`src/rtl/pattern_scan_pkg.sv`:
```
// rtl/pattern_scan_pkg.sv - shared encodings and detector transition function
// Contents:
//   det_state_t  : serial 001/110 detector states
//   ctrl_state_t : word controller states
//   det_next()   : detector next-state function (x is the incoming bit)
package pattern_scan_pkg;

  typedef enum logic [2:0] {
    S0    = 3'b000,
    START = 3'b001,
    S00   = 3'b010,
    S001  = 3'b011,
    S1    = 3'b100,
    S11   = 3'b101,
    S110  = 3'b110
  } det_state_t;

  typedef enum logic [1:0] {
    IDLE  = 2'd0,
    SHIFT = 2'd1,
    DONE  = 2'd2
  } ctrl_state_t;

  function automatic det_state_t det_next(input det_state_t s, input logic x);
    det_state_t n;
    n = START;
    case (s)
      START: n = x ? S1   : S0;
      S0:    n = x ? S1   : S00;
      S00:   n = x ? S001 : S00;
      S001:  n = x ? S11  : S0;
      S1:    n = x ? S11  : S0;
      S11:   n = x ? S11  : S110;
      S110:  n = x ? S1   : S00;
      default: n = START;
    endcase
    return n;
  endfunction

endpackage

```
`src/rtl/seq_det_core.sv`:
```
// rtl/seq_det_core.sv - serial 001/110 sequence detector, one bit per adv
// Ports:
//   clk, rst  : clock, synchronous active-low reset (state -> START)
//   x         : serial input bit
//   adv       : consume x this cycle
//   clr       : force START on this edge; wins over adv
//   state     : current detector state encoding
//   hit       : combinational; adv is high and the next state is S001 or S110
module seq_det_core
  import pattern_scan_pkg::*;
(
  input  logic       clk,
  input  logic       rst,
  input  logic       x,
  input  logic       adv,
  input  logic       clr,
  output logic [2:0] state,
  output logic       hit
);

  det_state_t cur;
  det_state_t nxt;

  assign nxt   = det_next(cur, x);
  assign state = cur;
  assign hit   = adv && !clr && ((nxt == S001) || (nxt == S110));

  always_ff @(posedge clk) begin
    if (!rst) begin
      cur <= START;
    end else if (clr) begin
      cur <= START;
    end else if (adv) begin
      cur <= nxt;
    end
  end

endmodule

```
`src/rtl/pattern_scan_ctrl.sv`:
```
// rtl/pattern_scan_ctrl.sv - word-level controller feeding the serial detector MSB-first
// Ports:
//   clk, rst            : clock, synchronous active-low reset
//   in_valid/in_ready   : input word handshake
//   in_data, in_cont    : word (MSB shifted first); 1 = continue detector state
//   out_valid/out_ready : result handshake
//   out_map, out_count  : per-bit match map and its popcount
//   busy                : controller not in IDLE
module pattern_scan_ctrl
  import pattern_scan_pkg::*;
#(
  parameter int WIDTH = 8,
  parameter int CW    = $clog2(WIDTH + 1)
) (
  input  logic             clk,
  input  logic             rst,
  input  logic             in_valid,
  output logic             in_ready,
  input  logic [WIDTH-1:0] in_data,
  input  logic             in_cont,
  output logic             out_valid,
  input  logic             out_ready,
  output logic [WIDTH-1:0] out_map,
  output logic [CW-1:0]    out_count,
  output logic             busy
);

  localparam int IW = (WIDTH > 1) ? $clog2(WIDTH) : 1;

  ctrl_state_t      state;
  ctrl_state_t      state_nxt;
  logic [WIDTH-1:0] data;
  logic [IW-1:0]    idx;
  logic [WIDTH-1:0] map;
  logic [CW-1:0]    count;
  logic             accept;
  logic             det_adv;
  logic             det_clr;
  logic             det_hit;
  logic [2:0]       det_state;

  seq_det_core u_det (
    .clk   (clk),
    .rst   (rst),
    .x     (data[idx]),
    .adv   (det_adv),
    .clr   (det_clr),
    .state (det_state),
    .hit   (det_hit)
  );

  // 3'b111 is not a detector encoding.
  always_comb begin
    assert (det_state != 3'b111);
  end

  // State register
  always_ff @(posedge clk) begin
    if (!rst) begin
      state <= IDLE;
    end else begin
      state <= state_nxt;
    end
  end

  // Next-state logic
  always_comb begin
    state_nxt = state;
    case (state)
      IDLE:    if (accept) state_nxt = SHIFT;
      SHIFT:   if (idx == '0) state_nxt = DONE;
      DONE:    if (out_ready) state_nxt = IDLE;
      default: state_nxt = IDLE;
    endcase
  end

  // Output logic; in_ready is masked by rst so it is low throughout reset.
  always_comb begin
    in_ready  = 1'b0;
    out_valid = 1'b0;
    busy      = 1'b1;
    det_adv   = 1'b0;
    case (state)
      IDLE: begin
        in_ready = rst;
        busy     = 1'b0;
      end
      SHIFT:   det_adv   = 1'b1;
      DONE:    out_valid = 1'b1;
      default: busy      = 1'b1;
    endcase
  end

  assign accept  = in_valid && in_ready;
  // Restart happens on the accepting edge itself, so in_cont needs no register.
  assign det_clr = accept && !in_cont;

  // Datapath: word, bit index, match map and count.
  always_ff @(posedge clk) begin
    if (!rst) begin
      data  <= '0;
      idx   <= '0;
      map   <= '0;
      count <= '0;
    end else if (accept) begin
      data  <= in_data;
      idx   <= IW'(WIDTH - 1);
      map   <= '0;
      count <= '0;
    end else if (state == SHIFT) begin
      if (det_hit) begin
        map[idx] <= 1'b1;
        count    <= count + CW'(1);
      end
      idx <= idx - IW'(1);
    end
  end

  assign out_map   = map;
  assign out_count = count;

endmodule

```
`config.mk`:
```
export PLATFORM = sky130hd
export DESIGN_NAME = pattern_scan_ctrl
export DESIGN_NICKNAME = d
export VERILOG_FILES = /design/src/rtl/pattern_scan_pkg.sv /design/src/rtl/seq_det_core.sv /design/src/rtl/pattern_scan_ctrl.sv
export SDC_FILE = /design/constraint.sdc
export NUM_CORES = 1
export LEC_CHECK = 0
export CORE_AREA = 2 2 54 56
export CTS_CLUSTER_SIZE = 30
export DETAILED_ROUTE_END_ITERATION = 10
export DIE_AREA = 0 0 56 58
export GPL_ROUTABILITY_DRIVEN = 0
export PLACE_DENSITY = 0.81
export SLEW_MARGIN = 20
export SYNTH_ARGS = -nofsm -noshare
export SYNTH_HDL_FRONTEND = slang
export SYNTH_SLANG_ARGS = --single-unit
```
`constraint.sdc`:
```
create_clock -name clk -period 4.6 [get_ports clk]
set_input_delay 1.15 -clock clk [delete_from_list [all_inputs] [get_ports clk]]
set_output_delay 1.15 -clock clk [all_outputs]
set_load 0.05 [all_outputs]
```
Word level (Yosys, flattened, before mapping) --
Index checks and enable logic that the tools add are counted.
Storage, ports and cells: bits in registers 28, input port bits 13, word-level logic and storage cells 63
Operators by class: add/subtract/negate cells 2, $lt $le $gt $ge 2, equality and inequality tests 13, muxes and demuxes 20, bitwise logic cells 2, reductions and logical operators 18
Operators with widths (count):
- 3-bit two-way mux | 5
- 3-bit case mux with 5 select lines | 1
- 3-bit equality test, second input constant | 4
- 3-bit by 2-bit equality test with 1-bit output, second input constant | 3
- 2-bit two-way mux | 4
- 8-bit OR | 1
- 2-bit OR reduction | 4
- 1-bit two-way mux | 7
- 3-bit zero test | 2
- 2-bit inequality test, second input constant | 3
- 2-bit case mux with 3 select lines | 1
- 1-bit logical AND | 5
- 4-bit by 1-bit adder with 4-bit output, second input constant | 1
- 3-bit by 4-bit less-than comparator with 1-bit output, second input constant | 1
- 1-bit binary-select mux with 3-bit select | 1
- 1-bit demux with 3-bit select | 1
- 3-bit by 1-bit equality test with 1-bit output, second input constant | 1
- 3-bit by 1-bit greater-or-equal comparator with 1-bit output, second input constant | 1
- 3-bit AND reduction | 1
- 3-bit by 1-bit subtractor with 3-bit output, second input constant | 1
- 2-bit by 1-bit equality test with 1-bit output, second input constant | 1
- 2-bit equality test, second input constant | 1
- 1-bit zero test | 2
- 2-bit zero test | 1
- 4 further kinds | 4

Logic depth before layout (Yosys ltp) --
Gate-level depths: netlist (run 1).
depth in word-level cells 8, gate-level depth with buffers 7

By module --
From an unflattened synthesis (run 1), not the netlist that was laid out.
Second synthesis, totals: cell total of the unflattened synthesis 136, area total of the unflattened synthesis 1285.0 µm²
By module, submodules not included:
- pattern_scan_ctrl | times used 1, cells an instance 110, area an instance 1074.8 µm²
- seq_det_core | times used 1, cells an instance 26, area an instance 210.2 µm²

Least setup slack after synthesis (run 1) --
No wires, ideal clock.
path kind input to output, start point in rst, end point out in_ready, data arrival time 2.378 ns, data required time 3.450 ns, path slack 1.072 ns, stages on the path 1, cell sequence nor3b_1
Between the ends: cells in the longest elaborated chain, start to end 1
Ends and longest elaborated chain:
- start: declaration | line pattern_scan_ctrl.sv:16 | input logic rst,
- 1-bit two-way mux | line pattern_scan_ctrl.sv:83 | case (state)
- end: declaration | line pattern_scan_ctrl.sv:18 | output logic in_ready,
Every way passes these cells.

Worst setup path after layout (run 1) --
Ends and elaborated chain as after synthesis.

==> impl_results.md, run 1 <==
* Vias in the first global route at 1042
* CP Class: in -> out
* Crit-path max cell delay at 0.46 ns
* Seq/Total Area, Yosys at 41.1%
* Setup repair after global routing missed its margin: no
* Layout net count at 194
* Mapped Avg Cell Area at 8.81 um2
* Ys async rst share at 0%
* EDFF count, synth at 0
* Post-route insts no fill at 208
* CP Capture Type: primary output
* Largest family of logic cells by synthesized area: simple AND/OR/NAND/NOR gates
* Die height at 58 um
* Simple-gate share of the synthesized area at 23.4%
* Clock skew at 0.0103 ns
* Drt pass-1 iters at 4
* Clock Sinks at 28
* Final setup margin at 1.07 ns
* ANT cells at 0
* Crit path max fanout at 17
* Top Ports at 28
* Peak supply drop at 0.312 mV
* Fraction of layout cells with a size suffix above 1 at 7.91%
* CTS tree: built
* Via count of the routed design at 1156
* Pins Over Slew Limit at 0
* Vias per cell at 5.56
* Util after Layout at 62.4%
* Relative slew slack at 48.7%
* MaxCap Viol Count at 0
* Crit start category: primary input
* # fillers at 235
* Least-Margin Pin Slew at 0.769 ns
* Syn_nets at 171
* #FFs+latches synth at 28
* Cts hold-fix bufs at 0
* Die area at 3250 um2
* ANT nets after route at 0
* 1st-iter DRT viols at 29
* Post-Synthesis Cell Area at 1370 um2
* YS warnings at 0
* Critical-path cell list: clkdlybuf4s50_1 > buf_4 > nor3b_1 > buf_4
* Dpl cells at 204
* Synth cell types at 43
* Pin count of the biggest net entering global routing at 18
* Post-Synthesis Cells at 155
* Setup TNS Final at 0 ns
* Static leakage at 0.618 nW
* P&R area growth vs syn at 21.6%
* Core ar. at 2660 um2
* Root buffer cell: clkbuf_4
* DRC viols at 0
* Adder-cell share of the synthesized area at 2.75%
* Top delay family on crit path: buffers and inverters
* Critical path buffer and inverter count at 3
* Row count at 19
* Final count of hold timing violations at 0
* Place WS at 1.08 ns
* Starting Density at 51.3%
* CTS clk-pin slew, worst paths at 0.14 ns
* H-tree depth at 1
* Most common cell on crit path: buf_4
* Fin crit period at 3.53 ns
* Most common cell after layout, fill and taps aside: nand2_1
* Total GRT Usage at 17.4%
* F_max at 0.283 GHz
* Worst EP arrival at 2.38 ns
* XOR/XNOR Fraction of Synth Area at 1.92%
* Resize count post-CTS at 0
* GRT overflow at 0
* Main synth FF type: dfxtp_1
* CP max-delay cell: clkdlybuf4s50_1
* DP Wirelength at 2020 um
* Die width at 56 um
* Status: finished clean
* First-pass GRT wire length at 4460 um
* Tcrit/Tclk final at 76.7%
* Cts bufs inserted at 3
* Port-buffer cells at 27
* DR WL/cell at 13.6 um
* Clock Latency Late Sink at 0.33 ns
* CTS Buffer Depth at 2
* Most frequent cells in the layout: nand2_1, dfxtp_1, clkdlybuf4s50_1
* Initial antenna violation count at 0
* Hold crit path type: reg -> reg
* Compound-Gate Fraction of Synth Area at 19.2%
* Mux cell area share after synthesis at 5.13%
* Post-Route WL at 2830 um
* CP Data Required Time at 3.45 ns
* Pwr Density at 343 nW/um2
* Postcts setup bufs at 0
* Setup violators final at 0
[final cells by class]
class,count,area (um2),share of cell area [%]
clock buffer,3,22.5,1.36
timing repair buffer,28,275,16.6
clock inverter,1,30.0,1.81
tap,31,38.8,2.34
inverter,5,18.8,1.13
sequential,28,561,33.8
multi-input combinational,112,714,43.0
[worst register-to-register path: cells and delay by family (launching register included)]
kind                   cells  cell delay, ns
flip-flops                 1            0.59
AND/OR/NAND/NOR            1            0.11
buffers and inverters      1            0.18
AO/OA/AOI/OAI              3            1.09
[power by group]
group | total, mW | switching [mW] | internal, mW
clock | 0.161 | 0.0730 | 0.0882
combinational | 0.124 | 0.0712 | 0.0525
sequential | 0.284 | 0.0246 | 0.260
[stage by stage]
stage | cell area (um2) | hold WS (ns) | power (mW)
after floorplan | 1370 | 0.435 | 0.383
after global placement | 1610 | 0.437 | 0.405
after detailed placement | 1610 | 0.443 | 0.410
final | 1660 | 0.463 | 0.569
after global routing | 1660 | 0.491 | 0.592
after CTS | 1660 | 0.465 | 0.570
[per-layer routing]
layer  wire (um)  global-route usage [%]
met3          70                    2.23
met2        1520                    33.8
met1        1210                    19.0
met4          29                    6.80
met5           0                       0
[logic make-up (layout without fill, tap and decap cells)]
| kind of cell | Yosys count | after routing |
|---|---|---|
| and+or+nand+nor | 64 | 64 |
| adders and majority gates | 3 | 3 |
| muxes | 7 | 7 |
| xor gates and xnor gates | 3 | 3 |
| DFF | 28 | 28 |
| AOI/OAI and AO/OA | 35 | 35 |
| buffers and inverters | 15 | 37 |
[registers in the layout (all words and copies together), names as in the netlist]
name,cells
out_map,8
out_count,4
idx,3
u_det.state,3
data,8
state,2
[worst paths after layout]
check	start	to	slack [ns]	cells past startpoint
setup reg to reg	idx[2]$_SDFFE_PN0P_	out_map[6]$_SDFFE_PP0P_	2.52	5
hold / removal	out_map[4]$_SDFFE_PP0P_	out_map[4]$_SDFFE_PP0P_	0.46	2
hold reg to reg	out_map[4]$_SDFFE_PP0P_	out_map[4]$_SDFFE_PP0P_	0.46	2
setup / recovery	rst	in_ready	1.07	4
[synthesized netlist by cell type (all sizes together) (2+ instances only)]
| master | count | area [um2] |
|---|---|---|
| a21boi | 2 | 15.0 |
| o41ai | 6 | 52.6 |
| inv | 5 | 18.8 |
| buf | 6 | 55.1 |
| nand4 | 2 | 12.5 |
| o32a | 2 | 22.5 |
| mux2i | 7 | 70.1 |
| dfxtp | 28 | 561 |
| nand2b | 5 | 31.3 |
| a21oi | 4 | 31.3 |
| xnor2 | 2 | 17.5 |
| nor3b | 3 | 22.5 |
| o21ai | 13 | 65.1 |
| ha | 3 | 37.5 |
| and2 | 3 | 18.8 |
| nor3 | 2 | 10.0 |
| nor2 | 3 | 18.8 |
| clkbuf | 4 | 16.3 |
| nand2 | 38 | 143 |
| nor2b | 2 | 20.0 |
Note: power is estimated with default switching activity, not from simulation.
==> run 2: changes to the inputs <==
- CORE_AREA: 2 2 54 56 -> 2 2 59 61
- DIE_AREA: 0 0 56 58 -> 0 0 61 63
- PLACE_DENSITY: 0.81 -> 0.72
- clock period: 4.6 -> 2.97 ns (I/O delays scaled with it)
==> impl_results.md, run 2 (same netlist as run 1, synthesis figures left out) <==
* Setup TNS Final at 0 ns (unchanged)
* Setup violators final at 0 (unchanged)
* Fin crit period at 2.56 ns
* Net switching power at 0.256 mW (was 0.169 mW)
* Top delay family on crit path: buffers and inverters (unchanged)
* Resize count post-CTS at 0 (unchanged)
* F_max at 0.390 GHz
* Peak supply drop at 0.262 mV (was 0.312 mV)
* First-pass GRT wire length at 4710 um (was 4460 um)
* Drt pass-1 iters at 5 (was 4)
* Clock Sinks at 28 (unchanged)
* Pins Over Slew Limit at 0 (unchanged)
* Tcrit/Tclk final at 86.2%
* Clock skew at 0.00806 ns (was 0.0103 ns)
* Crit start category: flop (was primary input)
* DP Wirelength at 2080 um (was 2020 um)
* ANT nets after route at 0 (unchanged)
* Via count of the routed design at 1162 (was 1156)
* CTS tree: built (unchanged)
* MaxCap Viol Count at 0 (unchanged)
* Clock power share at 22.5% (was 28.3%)
* Row count at 21 (was 19)
* CP max-delay cell: clkdlybuf4s50_1 (unchanged)
* Postcts setup bufs at 0 (unchanged)
* Place WS at 0.402 ns (was 1.08 ns)
* Status: finished clean (unchanged)
* Core ar. at 3230 um2 (was 2660 um2)
* CTS clk-pin slew, worst paths at 0.15 ns (was 0.14 ns)
* H-tree depth at 1 (unchanged)
* Share of power burned in registers at 53.6% (was 50.0%)
* Gate power share at 23.8% (was 21.7%)
* Starting Density at 42.2% (was 51.3%)
* Post-Route WL at 2770 um (was 2830 um)
* Relative slew slack at 53.8% (was 48.7%)
* Clock Latency Late Sink at 0.33 ns (about the same)
* CTS Buffer Depth at 2 (unchanged)
* Cts bufs inserted at 3 (unchanged)
* Static leakage at 0.617 nW (was 0.618 nW)
* Pin count of the biggest net entering global routing at 17 (was 18)
* CP Data Required Time at 2.23 ns (was 3.45 ns)
* Root buffer cell: clkbuf_4 (unchanged)
* CP Class: reg -> out (was in -> out)
* Crit path max fanout at 6 (was 17)
* DR WL/cell at 12.4 um (was 13.6 um)
* Most frequent cells in the layout: nand2_1, dfxtp_1, clkdlybuf4s50_1 (unchanged)
* Sw Share at 31.2% (was 29.6%)
* Critical-path cell list: and2b_1 > clkdlybuf4s50_1 (was clkdlybuf4s50_1 > buf_4 > nor3b_1 > buf_4)
* P&R area growth vs syn at 23.1% (was 21.6%)
* Worst EP arrival at 1.82 ns (was 2.38 ns)
* Die height at 63 um (was 58 um)
* Setup repair after global routing missed its margin: no (unchanged)
* # fillers at 304 (was 235)
* Port-buffer cells at 27 (unchanged)
* CP Capture Type: primary output (unchanged)
* Final setup margin at 0.408 ns (was 1.07 ns)
* Top Ports at 28 (unchanged)
* Pint at 0.564 mW (was 0.401 mW)
* Pwr Density at 488 nW/um2 (was 343 nW/um2)
* Initial antenna violation count at 0 (unchanged)
* GRT overflow at 0 (unchanged)
* Die area at 3840 um2 (was 3250 um2)
* Util after Layout at 52.0% (was 62.4%)
* Vias in the first global route at 1075 (was 1042)
* Crit-path max cell delay at 0.80 ns (was 0.46 ns)
* Vias per cell at 5.21 (was 5.56)
* Critical path buffer and inverter count at 1 (was 3)
* Least-Margin Pin Slew at 0.693 ns (was 0.769 ns)
* ANT cells at 0 (unchanged)
* Fraction of layout cells with a size suffix above 1 at 8.47% (was 7.91%)
* Most common cell after layout, fill and taps aside: nand2_1 (unchanged)
* Layout net count at 194 (unchanged)
* Total GRT Usage at 15.6% (was 17.4%)
* Cts hold-fix bufs at 0 (unchanged)
* Pwr Total at 0.820 mW (was 0.569 mW)
* 1st-iter DRT viols at 56 (was 29)
* Final count of hold timing violations at 0 (unchanged)
* Die width at 61 um (was 56 um)
* Hold crit path type: reg -> reg (unchanged)
* DRC viols at 0 (unchanged)
[run 2: metal layers]
layer  global-route usage (%)  up-vias  part of all wire (%)
met5                        0        -                     0
met2                     24.6       43                    47
li1                         -      590                     -
met4                     5.16        0                  0.51
met3                     3.11        2                   5.5
met1                     20.8      527                    46
[run 2: worst paths after layout]
kind	startpoint	to	cells past startpoint	slack, ns
setup / recovery	state[1]$_SDFFE_PN0P_	out_valid	2	0.41
hold / removal	out_map[4]$_SDFFE_PP0P_	out_map[4]$_SDFFE_PP0P_	2	0.46
setup reg to reg	idx[2]$_SDFFE_PN0P_	out_count[1]$_SDFFE_PP0P_	5	1.01
hold reg to reg	out_map[4]$_SDFFE_PP0P_	out_map[4]$_SDFFE_PP0P_	2	0.46
[run 2: worst min-delay path, stage by stage (launching register included)]
cell     delay (ns)
dfxtp_1        0.34
nand2_1        0.05
o21ai_1        0.05
[run 2: per-stage QoR]
stage	instances	hold slack [ns]	instance area (um2)
after global routing	223	0.484	1680
after global placement	219	0.432	1640
after CTS	223	0.465	1680
after floorplan	155	0.435	1370
final	223	0.456	1680
after detailed placement	219	0.440	1640
[run 2: final cells by class]
| class | count | area [um2] | area share [%] |
|---|---|---|---|
| repair buffers | 28 | 288 | 17.1 |
| clock buffers | 4 | 36.3 | 2.16 |
| well taps | 46 | 57.6 | 3.43 |
| flip-flops and latches | 28 | 561 | 33.4 |
| multi-input cells | 112 | 719 | 42.8 |
| inverters | 5 | 18.8 | 1.12 |
[run 2: power groups by stage]
| stage | logic (mW) | registers (mW) | clock network (mW) |
|---|---|---|---|
| after CTS | 0.196 | 0.439 | 0.189 |
| after floorplan | 0.165 | 0.430 | 0 |
| after global placement | 0.190 | 0.445 | 0 |
| after detailed placement | 0.195 | 0.448 | 0 |
| after global routing | 0.217 | 0.444 | 0.205 |
| final | 0.195 | 0.440 | 0.185 |
